[config.mk]
export PLATFORM = sky130hd
export DESIGN_NAME = cellrv32_mtime_fetch
export DESIGN_NICKNAME = d
export VERILOG_FILES = /design/src/rtl/cellrv32_mtime_fetch.sv
export SDC_FILE = /design/constraint.sdc
export NUM_CORES = 1
export LEC_CHECK = 0
export BUFFER_PORTS_ARGS = -buffer_cell sky130_fd_sc_hd__clkbuf_2
export CORE_MARGIN = 4
export CORE_UTILIZATION = 30
export DETAILED_ROUTE_END_ITERATION = 16
export GPL_TIMING_DRIVEN = 0
export MAX_ROUTING_LAYER = met4
export PLACE_DENSITY = 0.51
export SLEW_MARGIN = 25
export SYNTH_ARGS = -nofsm -noshare
export SYNTH_HDL_FRONTEND = slang
export SYNTH_SLANG_ARGS = --single-unit
export TNS_END_PERCENT = 20
[constraint.sdc]
create_clock -name clk_i -period 2.17 [get_ports clk_i]
set_input_delay 0.217 -clock clk_i [delete_from_list [all_inputs] [get_ports clk_i]]
set_output_delay 0.217 -clock clk_i [all_outputs]
set_load 0.05 [all_outputs]
[src/rtl/cellrv32_mtime_fetch.sv]
// rtl/cellrv32_mtime_fetch.sv - coherent 64-bit mtime snapshot reader and glitch-free mtimecmp writer on the IO bus
module cellrv32_mtime_fetch #(
  parameter logic [31:0] MTIME_BASE = 32'hFFFFFF40,
  parameter int unsigned TIMEOUT    = 15,
  parameter int unsigned MAX_RETRY  = 3
) (
  input  logic        clk_i,
  input  logic        rst_i,
  input  logic        rd_req_i,
  input  logic        cmp_wr_req_i,
  input  logic [63:0] cmp_data_i,
  output logic        busy_o,
  output logic        done_o,
  output logic        err_o,
  output logic [63:0] time_o,
  output logic        time_valid_o,
  output logic [31:0] bus_addr_o,
  output logic        bus_rden_o,
  output logic        bus_wren_o,
  output logic [31:0] bus_data_o,
  input  logic [31:0] bus_data_i,
  input  logic        bus_ack_i
);

  // one step per bus access; wait_q selects ISSUE (0) or WAIT (1) within the step
  typedef enum logic [2:0] {
    S_IDLE, S_RD_HI1, S_RD_LO, S_RD_HI2, S_WR_LO1, S_WR_HI, S_WR_LO2
  } step_e;

  localparam logic [7:0]  TMO_LAST     = 8'(TIMEOUT - 1);
  localparam logic [3:0]  RETRY_LIM    = 4'(MAX_RETRY);
  localparam logic [31:0] ADDR_TIME_LO = MTIME_BASE;
  localparam logic [31:0] ADDR_TIME_HI = MTIME_BASE + 32'h4;
  localparam logic [31:0] ADDR_CMP_LO  = MTIME_BASE + 32'h8;
  localparam logic [31:0] ADDR_CMP_HI  = MTIME_BASE + 32'hC;

  step_e       step_q, step_d;
  logic        wait_q, wait_d;
  logic [7:0]  tcnt_q, tcnt_d;
  logic [3:0]  retry_q, retry_d;
  logic        pend_rd_q, pend_rd_d;
  logic        pend_wr_q, pend_wr_d;
  logic [63:0] hold_q, hold_d;
  logic [63:0] work_q, work_d;
  logic [31:0] hi1_q, hi1_d;
  logic [31:0] lo_q, lo_d;
  logic [63:0] time_q, time_d;
  logic        valid_q, valid_d;
  logic        done_q, done_d;
  logic        err_q, err_d;
  logic [31:0] addr_q, addr_d;
  logic        rden_q, rden_d;
  logic        wren_q, wren_d;
  logic [31:0] wdata_q, wdata_d;

  // state and datapath registers, synchronous reset clears everything
  always_ff @(posedge clk_i) begin
    if (rst_i) begin
      step_q    <= S_IDLE;
      wait_q    <= 1'b0;
      tcnt_q    <= 8'h0;
      retry_q   <= 4'h0;
      pend_rd_q <= 1'b0;
      pend_wr_q <= 1'b0;
      hold_q    <= 64'h0;
      work_q    <= 64'h0;
      hi1_q     <= 32'h0;
      lo_q      <= 32'h0;
      time_q    <= 64'h0;
      valid_q   <= 1'b0;
      done_q    <= 1'b0;
      err_q     <= 1'b0;
      addr_q    <= 32'h0;
      rden_q    <= 1'b0;
      wren_q    <= 1'b0;
      wdata_q   <= 32'h0;
    end else begin
      step_q    <= step_d;
      wait_q    <= wait_d;
      tcnt_q    <= tcnt_d;
      retry_q   <= retry_d;
      pend_rd_q <= pend_rd_d;
      pend_wr_q <= pend_wr_d;
      hold_q    <= hold_d;
      work_q    <= work_d;
      hi1_q     <= hi1_d;
      lo_q      <= lo_d;
      time_q    <= time_d;
      valid_q   <= valid_d;
      done_q    <= done_d;
      err_q     <= err_d;
      addr_q    <= addr_d;
      rden_q    <= rden_d;
      wren_q    <= wren_d;
      wdata_q   <= wdata_d;
    end
  end

  // sequencing: arbitration, access phases, timeout, hi-word coherence check
  always_comb begin
    step_d    = step_q;
    wait_d    = wait_q;
    tcnt_d    = tcnt_q;
    retry_d   = retry_q;
    pend_rd_d = pend_rd_q | rd_req_i;
    pend_wr_d = pend_wr_q | cmp_wr_req_i;
    hold_d    = cmp_wr_req_i ? cmp_data_i : hold_q;
    work_d    = work_q;
    hi1_d     = hi1_q;
    lo_d      = lo_q;
    time_d    = time_q;
    valid_d   = valid_q;
    done_d    = 1'b0;
    err_d     = 1'b0;
    if (step_q == S_IDLE) begin
      wait_d = 1'b0;
      // pending flag is consumed on start so a request arriving mid-sequence runs again afterwards;
      // the write works from its own copy so a later request cannot tear the in-flight value
      if (pend_wr_d) begin
        step_d    = S_WR_LO1;
        pend_wr_d = 1'b0;
        work_d    = hold_d;
      end else if (pend_rd_d) begin
        step_d    = S_RD_HI1;
        pend_rd_d = 1'b0;
        retry_d   = 4'h0;
      end
    end else if (!wait_q) begin
      wait_d = 1'b1;
      tcnt_d = 8'h0;
    end else if (bus_ack_i) begin
      wait_d = 1'b0;
      case (step_q)
        S_RD_HI1: begin
          hi1_d  = bus_data_i;
          step_d = S_RD_LO;
        end
        S_RD_LO: begin
          lo_d   = bus_data_i;
          step_d = S_RD_HI2;
        end
        S_RD_HI2: begin
          if (bus_data_i == hi1_q) begin
            time_d  = {hi1_q, lo_q};
            valid_d = 1'b1;
            done_d  = 1'b1;
            step_d  = S_IDLE;
          end else if (retry_q == RETRY_LIM) begin
            done_d = 1'b1;
            err_d  = 1'b1;
            step_d = S_IDLE;
          end else begin
            // lo carried into the hi word between reads: re-read lo against the newer hi
            retry_d = retry_q + 4'd1;
            hi1_d   = bus_data_i;
            step_d  = S_RD_LO;
          end
        end
        S_WR_LO1: step_d = S_WR_HI;
        S_WR_HI:  step_d = S_WR_LO2;
        S_WR_LO2: begin
          done_d = 1'b1;
          step_d = S_IDLE;
        end
        default:  step_d = S_IDLE;
      endcase
    end else if (tcnt_q == TMO_LAST) begin
      done_d = 1'b1;
      err_d  = 1'b1;
      step_d = S_IDLE;
      wait_d = 1'b0;
    end else begin
      tcnt_d = tcnt_q + 8'd1;
    end
  end

  // bus strobes for the upcoming cycle; lo is parked at all-ones first so mtimecmp never dips below target
  always_comb begin
    rden_d  = 1'b0;
    wren_d  = 1'b0;
    addr_d  = addr_q;
    wdata_d = 32'h0;
    if (!wait_d) begin
      case (step_d)
        S_RD_HI1, S_RD_HI2: begin
          rden_d = 1'b1;
          addr_d = ADDR_TIME_HI;
        end
        S_RD_LO: begin
          rden_d = 1'b1;
          addr_d = ADDR_TIME_LO;
        end
        S_WR_LO1: begin
          wren_d  = 1'b1;
          addr_d  = ADDR_CMP_LO;
          wdata_d = 32'hFFFFFFFF;
        end
        S_WR_HI: begin
          wren_d  = 1'b1;
          addr_d  = ADDR_CMP_HI;
          wdata_d = work_d[63:32];
        end
        S_WR_LO2: begin
          wren_d  = 1'b1;
          addr_d  = ADDR_CMP_LO;
          wdata_d = work_d[31:0];
        end
        default: ;
      endcase
    end
  end

  assign busy_o       = (step_q != S_IDLE) | pend_rd_q | pend_wr_q | done_q;
  assign done_o       = done_q;
  assign err_o        = err_q;
  assign time_o       = time_q;
  assign time_valid_o = valid_q;
  assign bus_addr_o   = addr_q;
  assign bus_rden_o   = rden_q;
  assign bus_wren_o   = wren_q;
  assign bus_data_o   = wdata_q;

endmodule

==> flow_metrics.tcl <==
set metrics [dict create \
    cp_cell_sequence "or3_1 -> buf_6 -> clkbuf_16 -> or4_4 -> clkbuf_16" \
    avgSynthCellArea_um2 9.522 \
    switchingPower_uw 6586 \
    rsz0062_at_grt "true" \
    p_leak_uw 0.007426 \
    ys.warnings.count 0 \
    clock_sinks 314 \
    grt_start_max_net_pins 28 \
    drc 0 \
    hold_path_class "input port to flop" \
    wl_um 40680 \
    critPathKind "flop to output pin" \
    netlist.area_leader.share_pct 49.30 \
    holdWs_ns 0.02635 \
    layout_setup_ws_ns -0.2189 \
    rr_endpoint "time_o[52]" \
    cp.depth 5 \
    netlist_top_cells_area "dfxtp_1, mux2i_1, nor2_1, nand2_1, nand2b_1" \
    syn_inst 1339 \
    crit_path_frequent_cell "clkbuf_16" \
    rows 75 \
    grt_pass1_wl_um 61610 \
    critPathTopFamily "simple AND/OR/NAND/NOR gates" \
    layout.nets 1819 \
    die_area_um2 45860 \
    slew_headroom_pct 42.90 \
    totalNegativeSetupSlack_ns -9.322 \
    p_total_uw 18820 \
    placed_cell_area_um2 14590 \
    worstSetupEndpointType "output pin" \
    cts.path.max_buffers 3 \
    htreeDepth 2 \
    slew_viol_final 0 \
    crit_fanout 4 \
    timing.final.crit_share_pct 110.1 \
    dp.cells 2111 \
    failed_checks "setup timing" \
    worst_ep_required_time_ns 1.95 \
    pwr-share-seq_pct 35.4 \
    power.share.clock_pct 33.0 \
    ys_ff_latch 314 \
    netlist_area_um2 12750 \
    hold_viol_final 0 \
    final_area_um2 17480 \
    grt_overflow 0 \
    period_needed_ns 2.389 \
    vias_per_cell 4.655 \
    clk_pin_slew_ns 0.06 \
    cts_tree "done" \
    tightest_slew_ns 0.8565 \
    yosysMostFrequentCell "dfxtp_1" \
    globalplace.congestion 0.7980 \
    core-area_um2 41950 \
    cp.arrival_ns 2.17 \
    cts_buffers 37 \
    drtIter0Drc 582 \
    first_global_vias 10527 \
    final_cells 2283 \
    worstRegToRegCells 11 \
    yosys.area.top_type "dfxtp_1" \
    cap_violations 0 \
    io_pins 235 \
    clk_latency_ns 0.55 \
    drt_pass1_iterations 5 \
    start_util_pct 30.40 \
    startpoint_type "flop" \
    vias 10628 \
    wl_per_cell_um 17.82 \
    p_int_uw 12240 \
    drive_above_1_share_pct 27.86 \
    die_h_um 214.2 \
    die_w_um 214.2 \
    grt_usage_pct 17.48 \
    crit_end "busy_o" \
    synthArstFlopShare_pct 0 \
    cpPeakStageDelay_ns 0.44 \
    peakVddDrop_uv 1025 \
    clock_skew_ns 0.02717 \
    critPathBufInv 3 \
    synth_commonest_cells "dfxtp_1, nor2_1, mux2i_1, nand2_1, nand2b_1" \
    r2r-start "hi1_q[9]" \
    switching_share_pct 34.99 \
    portBuffers 229 \
    combPwrFrac_pct 31.6 \
    syn2layout_area_growth_pct 37.12 \
    power_density_nw_per_um2 1077 \
    yosysSeqAreaShare_pct 49.30 \
    cp_slowest_cell "or4_4" \
    dp_hpwl_um 28490 \
    antenna_found_initial 3 \
    status "finished, violations left" \
    max_freq_mhz 418.6 \
    ff2ff_setup_slack_ns -0.18 \
    ys.flop_type "dfxtp_1" \
    ctsRootBufferMaster "clkbuf_16" \
    postRouteAntennaNets 0 \
    finalSetupViolations 96 \
    yosysUniqueCellTypes 63 \
    synth_edf_count 0 \
    crit_start "step_q[2]" \
]
## repair_timing
item | in CTS | in global routing
endpoints found under the hold margin | 96 | 0
pin swaps | 6 | 17
gates resized for setup | 71 | 91
setup endpoints to repair | 164 | 209
buffers inserted | 16 | 23
hold buffers | 65 | 0
gates cloned | 4 | 3
## worst min-delay path: cells and delay by family
kind,cells,cell delay [ns]
buffers and inverters,1,0.10
multiplexers,1,0.11
AND/OR/NAND/NOR,1,0.09
## stage by stage
step	utilization, %	worst slack [ns]
CTS	40.27	-0.3712
global route	41.68	-0.2678
global placement	34.77	-0.7161
finish	41.68	-0.2189
floorplan	-	0.1782
detailed placement	34.77	-0.5729
## worst min-delay path by stage
| stage | from | end | slack [ns] | depth (start not counted) |
|---|---|---|---|---|
| after floorplan | bus_data_i[0] | lo_q[0] | 0.35 | 2 |
| after global placement | lo_q[13] | lo_q[13] | 0.44 | 2 |
| after detailed placement | lo_q[1] | lo_q[1] | 0.45 | 2 |
| after CTS | cmp_data_i[2] | hold_q[2] | 0.003 | 3 |
| after global routing | cmp_data_i[40] | hold_q[40] | 0.03 | 3 |
| final | cmp_data_i[27] | hold_q[27] | 0.03 | 3 |
## area by class of cell
type / instances / area (um2)
inverter: 7 / 42.54
sequential: 314 / 6319
buffer: 117 / 877.1
clock inverter: 10 / 160.2
multi-input combinational: 900 / 6003
timing repair buffer: 338 / 2345
clock buffer: 55 / 1054
fill: 4175 / 24460
antenna: 3 / 7.507
tap: 539 / 674.4
## cells in the final DEF, fill, tap and decap left out, types with 6 or more instances in the layout
cell	synthesis	routed
dfxtp_1	314	298
clkbuf_2	0	226
nor2_1	188	185
nand2_1	161	161
mux2i_1	162	155
nand2b_1	66	66
dlygate4sd3_1	0	65
buf_4	40	64
clkbuf_1	50	55
clkbuf_16	0	42
a21oi_1	39	39
xor2_1	35	34
nand4b_1	30	30
nor2b_1	28	28
nor3b_1	28	28
mux2_2	27	27
o21ai_1	28	24
buf_6	5	18
buf_12	0	12
dfxtp_2	0	11
buf_2	24	10
o21ai_0	9	9
a211oi_1	7	7
nand3_1	6	6
clkbuf_8	0	6
## power by group through the flow
| stage | registers (uW) | logic (uW) | clock network [uW] |
|---|---|---|---|
| after floorplan | 7550 | 2970 | 0 |
| after global placement | 6750 | 5120 | 0 |
| after detailed placement | 6760 | 5140 | 0 |
| after CTS | 6670 | 5490 | 6380 |
| after global routing | 6740 | 6340 | 6620 |
| final | 6670 | 5940 | 6210 |
## metal layers
metal | vias to the layer above | share of wire (%) | global-route usage, %
met5 | - | 0 | -
met4 | 0 | 2.3 | 5.122
met3 | 52 | 4.9 | 3.883
met2 | 232 | 47 | 27.95
met1 | 5120 | 46 | 22.34
li1 | 5224 | - | -
## flip-flops by register name, indices dropped and copies added, names as in the netlist
register	count
work_q	64
bus_wren_o	1
err_o	1
hold_q	64
hi1_q	32
time_valid_o	1
time_o	64
bus_data_o	32
tcnt_q	8
retry_q	4
lo_q	32
pend_rd_q	1
bus_addr_o	3
wait_q	1
done_o	1
bus_rden_o	1
step_q	3
pend_wr_q	1
## kinds of logic (layout without fill, tap and decap cells)
logic type	count (synthesis)	after routing	share of synthesized area, %
other	1	8	0.02941
AOI/OAI and AO/OA	124	124	6.428
muxes	189	189	15.10
DFF	314	314	49.30
and+or+nand+nor	542	542	20.76
xor gates and xnor gates	37	37	2.542
adders and majority gates	3	3	0.2944
buffers and inverters	129	527	5.545
Power figures use the tool's default switching activity.
